==> src/rtl/mem_scan_pkg.sv <==
// Shared types for the memory-scan viewer: FSM states, step mode and the
// address increment between consecutive words.
package mem_scan_pkg;

  typedef enum logic [1:0] {
    IDLE,
    REQ,
    WAIT,
    ADV
  } state_e;

  typedef enum logic {
    MODE_MANUAL = 1'b0,
    MODE_AUTO   = 1'b1
  } mode_e;

  localparam int unsigned WORD_STEP = 4;

endpackage

==> src/rtl/btn_debounce.sv <==
// Button conditioner: 2-flop synchroniser, stability counter and a one-cycle
// pulse on each accepted 0->1 transition.
module btn_debounce #(
  parameter int unsigned DEB_CYCLES = 65536
) (
  input  logic clk,
  input  logic reset_n,
  input  logic btn,
  output logic press
);

  localparam int CNT_W = $clog2(DEB_CYCLES + 1);

  logic             sync_p0;
  logic             sync_p1;
  logic             stable;
  logic [CNT_W-1:0] cnt;

  always_ff @(posedge clk) begin
    if (!reset_n) begin
      sync_p0 <= 1'b0;
      sync_p1 <= 1'b0;
      stable  <= 1'b0;
      cnt     <= '0;
      press   <= 1'b0;
    end else begin
      sync_p0 <= btn;
      sync_p1 <= sync_p0;
      press   <= 1'b0;
      // Any bounce back to the accepted level restarts the stability window.
      if (sync_p1 == stable) begin
        cnt <= '0;
      end else if (cnt == CNT_W'(DEB_CYCLES - 1)) begin
        stable <= sync_p1;
        cnt    <= '0;
        press  <= sync_p1;
      end else begin
        cnt <= cnt + 1'b1;
      end
    end
  end

endmodule

==> src/rtl/mem_scan_viewer.sv <==
// Memory-scan debug block: steps through a window of RAM words, one read per
// step, and shows a bit field of each returned word on the LEDs.
module mem_scan_viewer
  import mem_scan_pkg::*;
#(
  parameter int unsigned ADDR_WIDTH  = 32,
  parameter int unsigned DATA_WIDTH  = 32,
  parameter int unsigned BASE_ADDR   = 0,
  parameter int unsigned SCAN_WORDS  = 4,
  parameter int unsigned FIELD_LSB   = 4,
  parameter int unsigned LED_WIDTH   = 3,
  parameter int unsigned TICK_DIV    = 8388608,
  parameter int unsigned HB_PERIOD   = 32000000,
  parameter int unsigned DEB_CYCLES  = 65536,
  parameter int unsigned ACK_TIMEOUT = 255
) (
  input  logic                  clk,
  input  logic                  reset_n,
  input  logic                  btn_step,
  input  logic                  btn_mode,
  output logic                  mem_req,
  output logic [ADDR_WIDTH-1:0] mem_addr,
  input  logic [DATA_WIDTH-1:0] mem_rdata,
  input  logic                  mem_ack,
  output logic [LED_WIDTH-1:0]  leds,
  output logic                  err_led,
  output logic                  mode_led,
  output logic                  hb_led,
  output logic                  busy
);

  localparam int TICK_W = $clog2(TICK_DIV);
  localparam int HB_W   = $clog2(HB_PERIOD);
  localparam int TO_W   = $clog2(ACK_TIMEOUT + 1);

  localparam logic [ADDR_WIDTH-1:0] BASE_A = ADDR_WIDTH'(BASE_ADDR);
  localparam logic [ADDR_WIDTH-1:0] LAST_A = ADDR_WIDTH'(BASE_ADDR + WORD_STEP * (SCAN_WORDS - 1));
  localparam logic [ADDR_WIDTH-1:0] STEP_A = ADDR_WIDTH'(WORD_STEP);

  logic              step_press;
  logic              mode_press;
  state_e            state;
  mode_e             mode;
  logic              mode_pend;
  logic [TICK_W-1:0] tick_cnt;
  logic [HB_W-1:0]   hb_cnt;
  logic [TO_W-1:0]   to_cnt;
  logic              tick_wrap;
  logic              step_evt;
  logic              unused_rdata;

  btn_debounce #(.DEB_CYCLES(DEB_CYCLES)) u_deb_step (
    .clk     (clk),
    .reset_n (reset_n),
    .btn     (btn_step),
    .press   (step_press)
  );

  btn_debounce #(.DEB_CYCLES(DEB_CYCLES)) u_deb_mode (
    .clk     (clk),
    .reset_n (reset_n),
    .btn     (btn_mode),
    .press   (mode_press)
  );

  assign tick_wrap    = (tick_cnt == TICK_W'(TICK_DIV - 1));
  assign step_evt     = (mode == MODE_AUTO) ? tick_wrap : step_press;
  assign hb_led       = (hb_cnt < HB_W'(HB_PERIOD / 2));
  assign mode_led     = (mode == MODE_AUTO);
  assign unused_rdata = ^mem_rdata;

  always_ff @(posedge clk) begin
    if (!reset_n) begin
      tick_cnt <= '0;
      hb_cnt   <= '0;
    end else begin
      tick_cnt <= tick_wrap ? '0 : tick_cnt + 1'b1;
      hb_cnt   <= (hb_cnt == HB_W'(HB_PERIOD - 1)) ? '0 : hb_cnt + 1'b1;
    end
  end

  always_ff @(posedge clk) begin
    if (!reset_n) begin
      state     <= IDLE;
      mode      <= MODE_AUTO;
      mode_pend <= 1'b0;
      mem_req   <= 1'b0;
      busy      <= 1'b0;
      mem_addr  <= BASE_A;
      leds      <= '0;
      err_led   <= 1'b0;
      to_cnt    <= '0;
    end else begin
      // Mode presses are parked until the FSM is idle so a read is never cut short.
      mode_pend <= mode_pend ^ mode_press;
      case (state)
        IDLE: begin
          mode_pend <= 1'b0;
          if (mode_pend ^ mode_press)
            mode <= (mode == MODE_AUTO) ? MODE_MANUAL : MODE_AUTO;
          if (step_evt) begin
            state   <= REQ;
            mem_req <= 1'b1;
            busy    <= 1'b1;
            to_cnt  <= '0;
          end
        end
        REQ: begin
          state  <= WAIT;
          to_cnt <= to_cnt + 1'b1;
        end
        WAIT: begin
          if (mem_ack) begin
            leds    <= mem_rdata[FIELD_LSB +: LED_WIDTH];
            err_led <= 1'b0;
            mem_req <= 1'b0;
            busy    <= 1'b0;
            state   <= ADV;
          end else if (to_cnt == TO_W'(ACK_TIMEOUT)) begin
            leds    <= '1;
            err_led <= 1'b1;
            mem_req <= 1'b0;
            busy    <= 1'b0;
            state   <= ADV;
          end else begin
            to_cnt <= to_cnt + 1'b1;
          end
        end
        ADV: begin
          mem_addr <= (mem_addr == LAST_A) ? BASE_A : mem_addr + STEP_A;
          state    <= IDLE;
        end
        default: state <= IDLE;
      endcase
    end
  end

endmodule

==> config.mk <==
export PLATFORM = sky130hd
export DESIGN_NAME = mem_scan_viewer
export DESIGN_NICKNAME = d
export VERILOG_FILES = /design/src/rtl/mem_scan_pkg.sv /design/src/rtl/btn_debounce.sv /design/src/rtl/mem_scan_viewer.sv
export SDC_FILE = /design/constraint.sdc
export NUM_CORES = 1
export LEC_CHECK = 0
export BUFFER_PORTS_ARGS = -buffer_cell sky130_fd_sc_hd__buf_2
export CAP_MARGIN = 20
export CORE_MARGIN = 8
export CORE_UTILIZATION = 55
export CTS_BUF_LIST = sky130_fd_sc_hd__clkbuf_8
export DETAILED_ROUTE_END_ITERATION = 10
export PLACE_DENSITY = 0.74
export SYNTH_ARGS = -nofsm -noshare
export SYNTH_HDL_FRONTEND = slang
export SYNTH_HIERARCHICAL = 1
export SYNTH_SLANG_ARGS = --single-unit
==> constraint.sdc <==
create_clock -name clk -period 2.5 [get_ports clk]
set_clock_uncertainty 0.15 [all_clocks]
set_input_delay 0.5 -clock clk [delete_from_list [all_inputs] [get_ports clk]]
set_output_delay 0.5 -clock clk [all_outputs]
set_load 0.005 [all_outputs]
==> results.sh <==
export IMPL_start_util=0.558
export IMPL_yosys_area_top_type="dfxtp_1"
export IMPL_drv_cap=0
export IMPL_synthCells=702
export IMPL_worstPathArrival_ns=1.66
export IMPL_reg2reg_to="to_cnt[6]$_SDFFE_PN0P_"
export IMPL_routabilityCongestion=0.808
export IMPL_yosysTopAreaCellShare=0.436
export IMPL_crit_type="reg -> out"
export IMPL_worst_hold_path_type="in -> reg"
export IMPL_hold_violations=0
export IMPL_period_needed_ns=2.31
export IMPL_dieArea_mm2=0.0151
export IMPL_cts_hold_buf=0
export IMPL_synth_most_common_cell="dfxtp_1"
export IMPL_cts_sinks=137
export IMPL_finalInstanceArea_mm2=0.00705
export IMPL_path_cells="o31ai_1 > nand3b_1 > a21oi_1 > nor3b_1 > nor2_1 > buf_2"
export IMPL_finalPower_mw=3.85
export IMPL_avgRoutedWirePerCell_um=13.7
export IMPL_cpPeakStageDelay_ns=0.36
export IMPL_first_iter_violations=451
export IMPL_grt_max_degree=22
export IMPL_ys_top_cells_by_area="dfxtp_1 (44%), xor2_1 (6.7%), nor2_1 (5.9%)"
export IMPL_relSlewSlack=0.605
export IMPL_end_kind="primary output"
export IMPL_finalNetCount=810
export IMPL_cts_tree="yes"
export IMPL_viasPerCell=5.64
export IMPL_synth_edf_count=0
export IMPL_holdPathEnd="u_deb_mode/sync_p0$_SDFF_PN0_"
export IMPL_drtPass1Iterations=4
export IMPL_maxSlewViolCount=0
export IMPL_core_mm2=0.0113
export IMPL_synthTopCellsByCount="dfxtp_1 (137), nor2_1 (99), nand2_1 (50)"
export IMPL_syn_mean_instance_area_um2=8.95
export IMPL_crit_buf_inv=1
export IMPL_status="completed"
export IMPL_ys_seq_area_frac=0.436
export IMPL_cts_clk_slew_worst_paths_ns=0.07
export IMPL_place_hpwl_um=8930
export IMPL_multi_input_area_mm2=0.00337
export IMPL_ys_seq_elements=137
export IMPL_register_area_mm2=0.00274
export IMPL_drive_above_1_share=0.147
export IMPL_synth_area_mm2=0.00628
export IMPL_cts_made_buffers=17
export IMPL_h_tree_depth=4
export IMPL_wirelength_um=12500
export IMPL_io_buffers=45
export IMPL_peakVddDrop_mv=0.318
export IMPL_crit_family="compound AO/OA/AOI/OAI gates"
export IMPL_antenna_found_initial=0
export IMPL_max_slew_worst_pin_slew_ns=0.590
export IMPL_cts_root_buffer="clkbuf_8"
export IMPL_r2r_slack_ns=0.20
export IMPL_fillers=921
export IMPL_grt_pass1_vias=4961
export IMPL_ant_nets=0
export IMPL_critPathRequiredTime_ns=1.85
export IMPL_drc_errors=0
export IMPL_reg2reg_from="tick_cnt[0]$_SDFF_PP0_"
export IMPL_yosys_warnings=6
export IMPL_die_h_um=123
export IMPL_pin_count=77
export IMPL_setup_tns_ns=0
export IMPL_startpoint_type="register"
export IMPL_setup_violations=0
export IMPL_async_flop_share=0
export IMPL_power_density_mw_per_mm2=545
export IMPL_area_delta_synth_final_pct=12.2
export IMPL_vias=5170
export IMPL_rows=39
export IMPL_final_period_utilization=0.925
export IMPL_worstHoldStart="btn_mode"
export IMPL_overflow=0
export IMPL_fmax_ghz=0.432
export IMPL_ys_types=55
export IMPL_grt_pass1_wl_um=21500
export IMPL_track_usage=0.173
export IMPL_rsz0062_at_grt="false"
export IMPL_cp_slowest_cell="dfxtp_1"
export IMPL_n_antenna_cell=0
export IMPL_cellLeakagePower_nw=2.59
export IMPL_worstSkewPairLatency_ns=0.44
export IMPL_cts_buffer_depth=2
export IMPL_post_dp_cell_area_mm2=0.00670
export IMPL_hold_path_depth=2
export IMPL_reg2reg_depth=7
export IMPL_ys_flop_type="dfxtp_1"
export IMPL_fp_dieW_um=123
export IMPL_critPathMaxFanout=6
## registers in the layout (all words and copies together), names as in the netlist, 2 cells and up
| name | cells |
|---|---|
| u_deb_mode/cnt | 17 |
| to_cnt | 8 |
| mem_addr | 30 |
| tick_cnt | 23 |
| state | 2 |
| leds | 3 |
| hb_cnt | 25 |
| u_deb_step/cnt | 17 |
## final cells by class
| class | instances | share of cell area |
|---|---|---|
| timing repair buffer | 61 | 0.0490 |
| inverter | 19 | 0.0101 |
| clock buffer | 21 | 0.0410 |
| clock inverter | 10 | 0.00780 |
| sequential | 137 | 0.389 |
| multi-input combinational | 525 | 0.478 |
| tap | 143 | 0.0254 |
## worst max path at each step
stage	depth (start not counted)	end	slack (ns)	start
after floorplan	10	u_deb_mode/cnt[2]$_SDFF_PP0_	0.40	u_deb_mode/cnt[0]$_SDFF_PP0_
after global placement	8	u_deb_step/cnt[10]$_SDFF_PP0_	0.03	u_deb_step/cnt[0]$_SDFF_PP0_
after detailed placement	8	u_deb_step/cnt[10]$_SDFF_PP0_	-0.08	u_deb_step/cnt[0]$_SDFF_PP0_
after CTS	6	to_cnt[1]$_SDFFE_PN0P_	0.13	tick_cnt[0]$_SDFF_PP0_
after global routing	7	to_cnt[1]$_SDFFE_PN0P_	0.03	tick_cnt[0]$_SDFF_PP0_
final	6	hb_led	0.19	hb_cnt[11]$_SDFF_PP0_
## layout by cell type, fill, tap and decap left out, types with 5 or more instances in the layout
cell        n
clkbuf_8   21
a21oi_1    20
nor4_1     21
nor3_1     15
inv_1      22
o31ai_1     9
xnor2_1    30
ha_1       12
and2_1     12
mux2i_1    13
buf_2      45
dfxtp_1   137
nand3b_1   12
and3_1     12
nand2_1    49
o221a_2     5
or4_1       9
nand3_1    47
o21ai_0    15
nor2_1     99
xor2_1     48
buf_4      16
and4_1      6
nand4_1    35
or3_1       8
## timing repair
item                                    CTS  global route
setup buffers                             0             1
gates resized for setup                   1             1
endpoints found under the setup margin   12            13
pin swaps                                 0             1
## cell families after synthesis
logic type / Yosys count / synth area share
AOI/OAI and AO/OA: 66 / 0.0727
DFF: 137 / 0.436
and+or+nand+nor: 352 / 0.302
muxes: 13 / 0.0207
xor gates and xnor gates: 80 / 0.114
other: 1 / 0.000597
buffers and inverters: 41 / 0.0297
adders and majority gates: 12 / 0.0239
## per-stage QoR
stage	hold WS (ns)	setup WS, ns	util	std cells
floorplan	0.262	0.402	-	703
global placement	0.265	0.0340	0.594	884
detailed placement	0.274	-0.0759	0.594	884
CTS	0.106	0.131	0.625	915
global route	0.112	0.0320	0.626	916
finish	0.131	0.186	0.626	916
## power by group
part	internal (mW)	switching, mW	total (mW)
combinational	0.0297	0.0547	0.0844
clock	0.767	0.790	1.56
sequential	2.19	0.0117	2.21
total	2.99	0.856	3.85
## routing by layer
layer,part of all wire,GRT usage,vias to the layer above
met1,0.46,0.210,2462
met2,0.48,0.285,85
met4,0.019,0.0754,0
met3,0.039,0.0457,20
met5,0,0,-
li1,-,-,2603
Note: power is estimated with default switching activity, not from simulation.
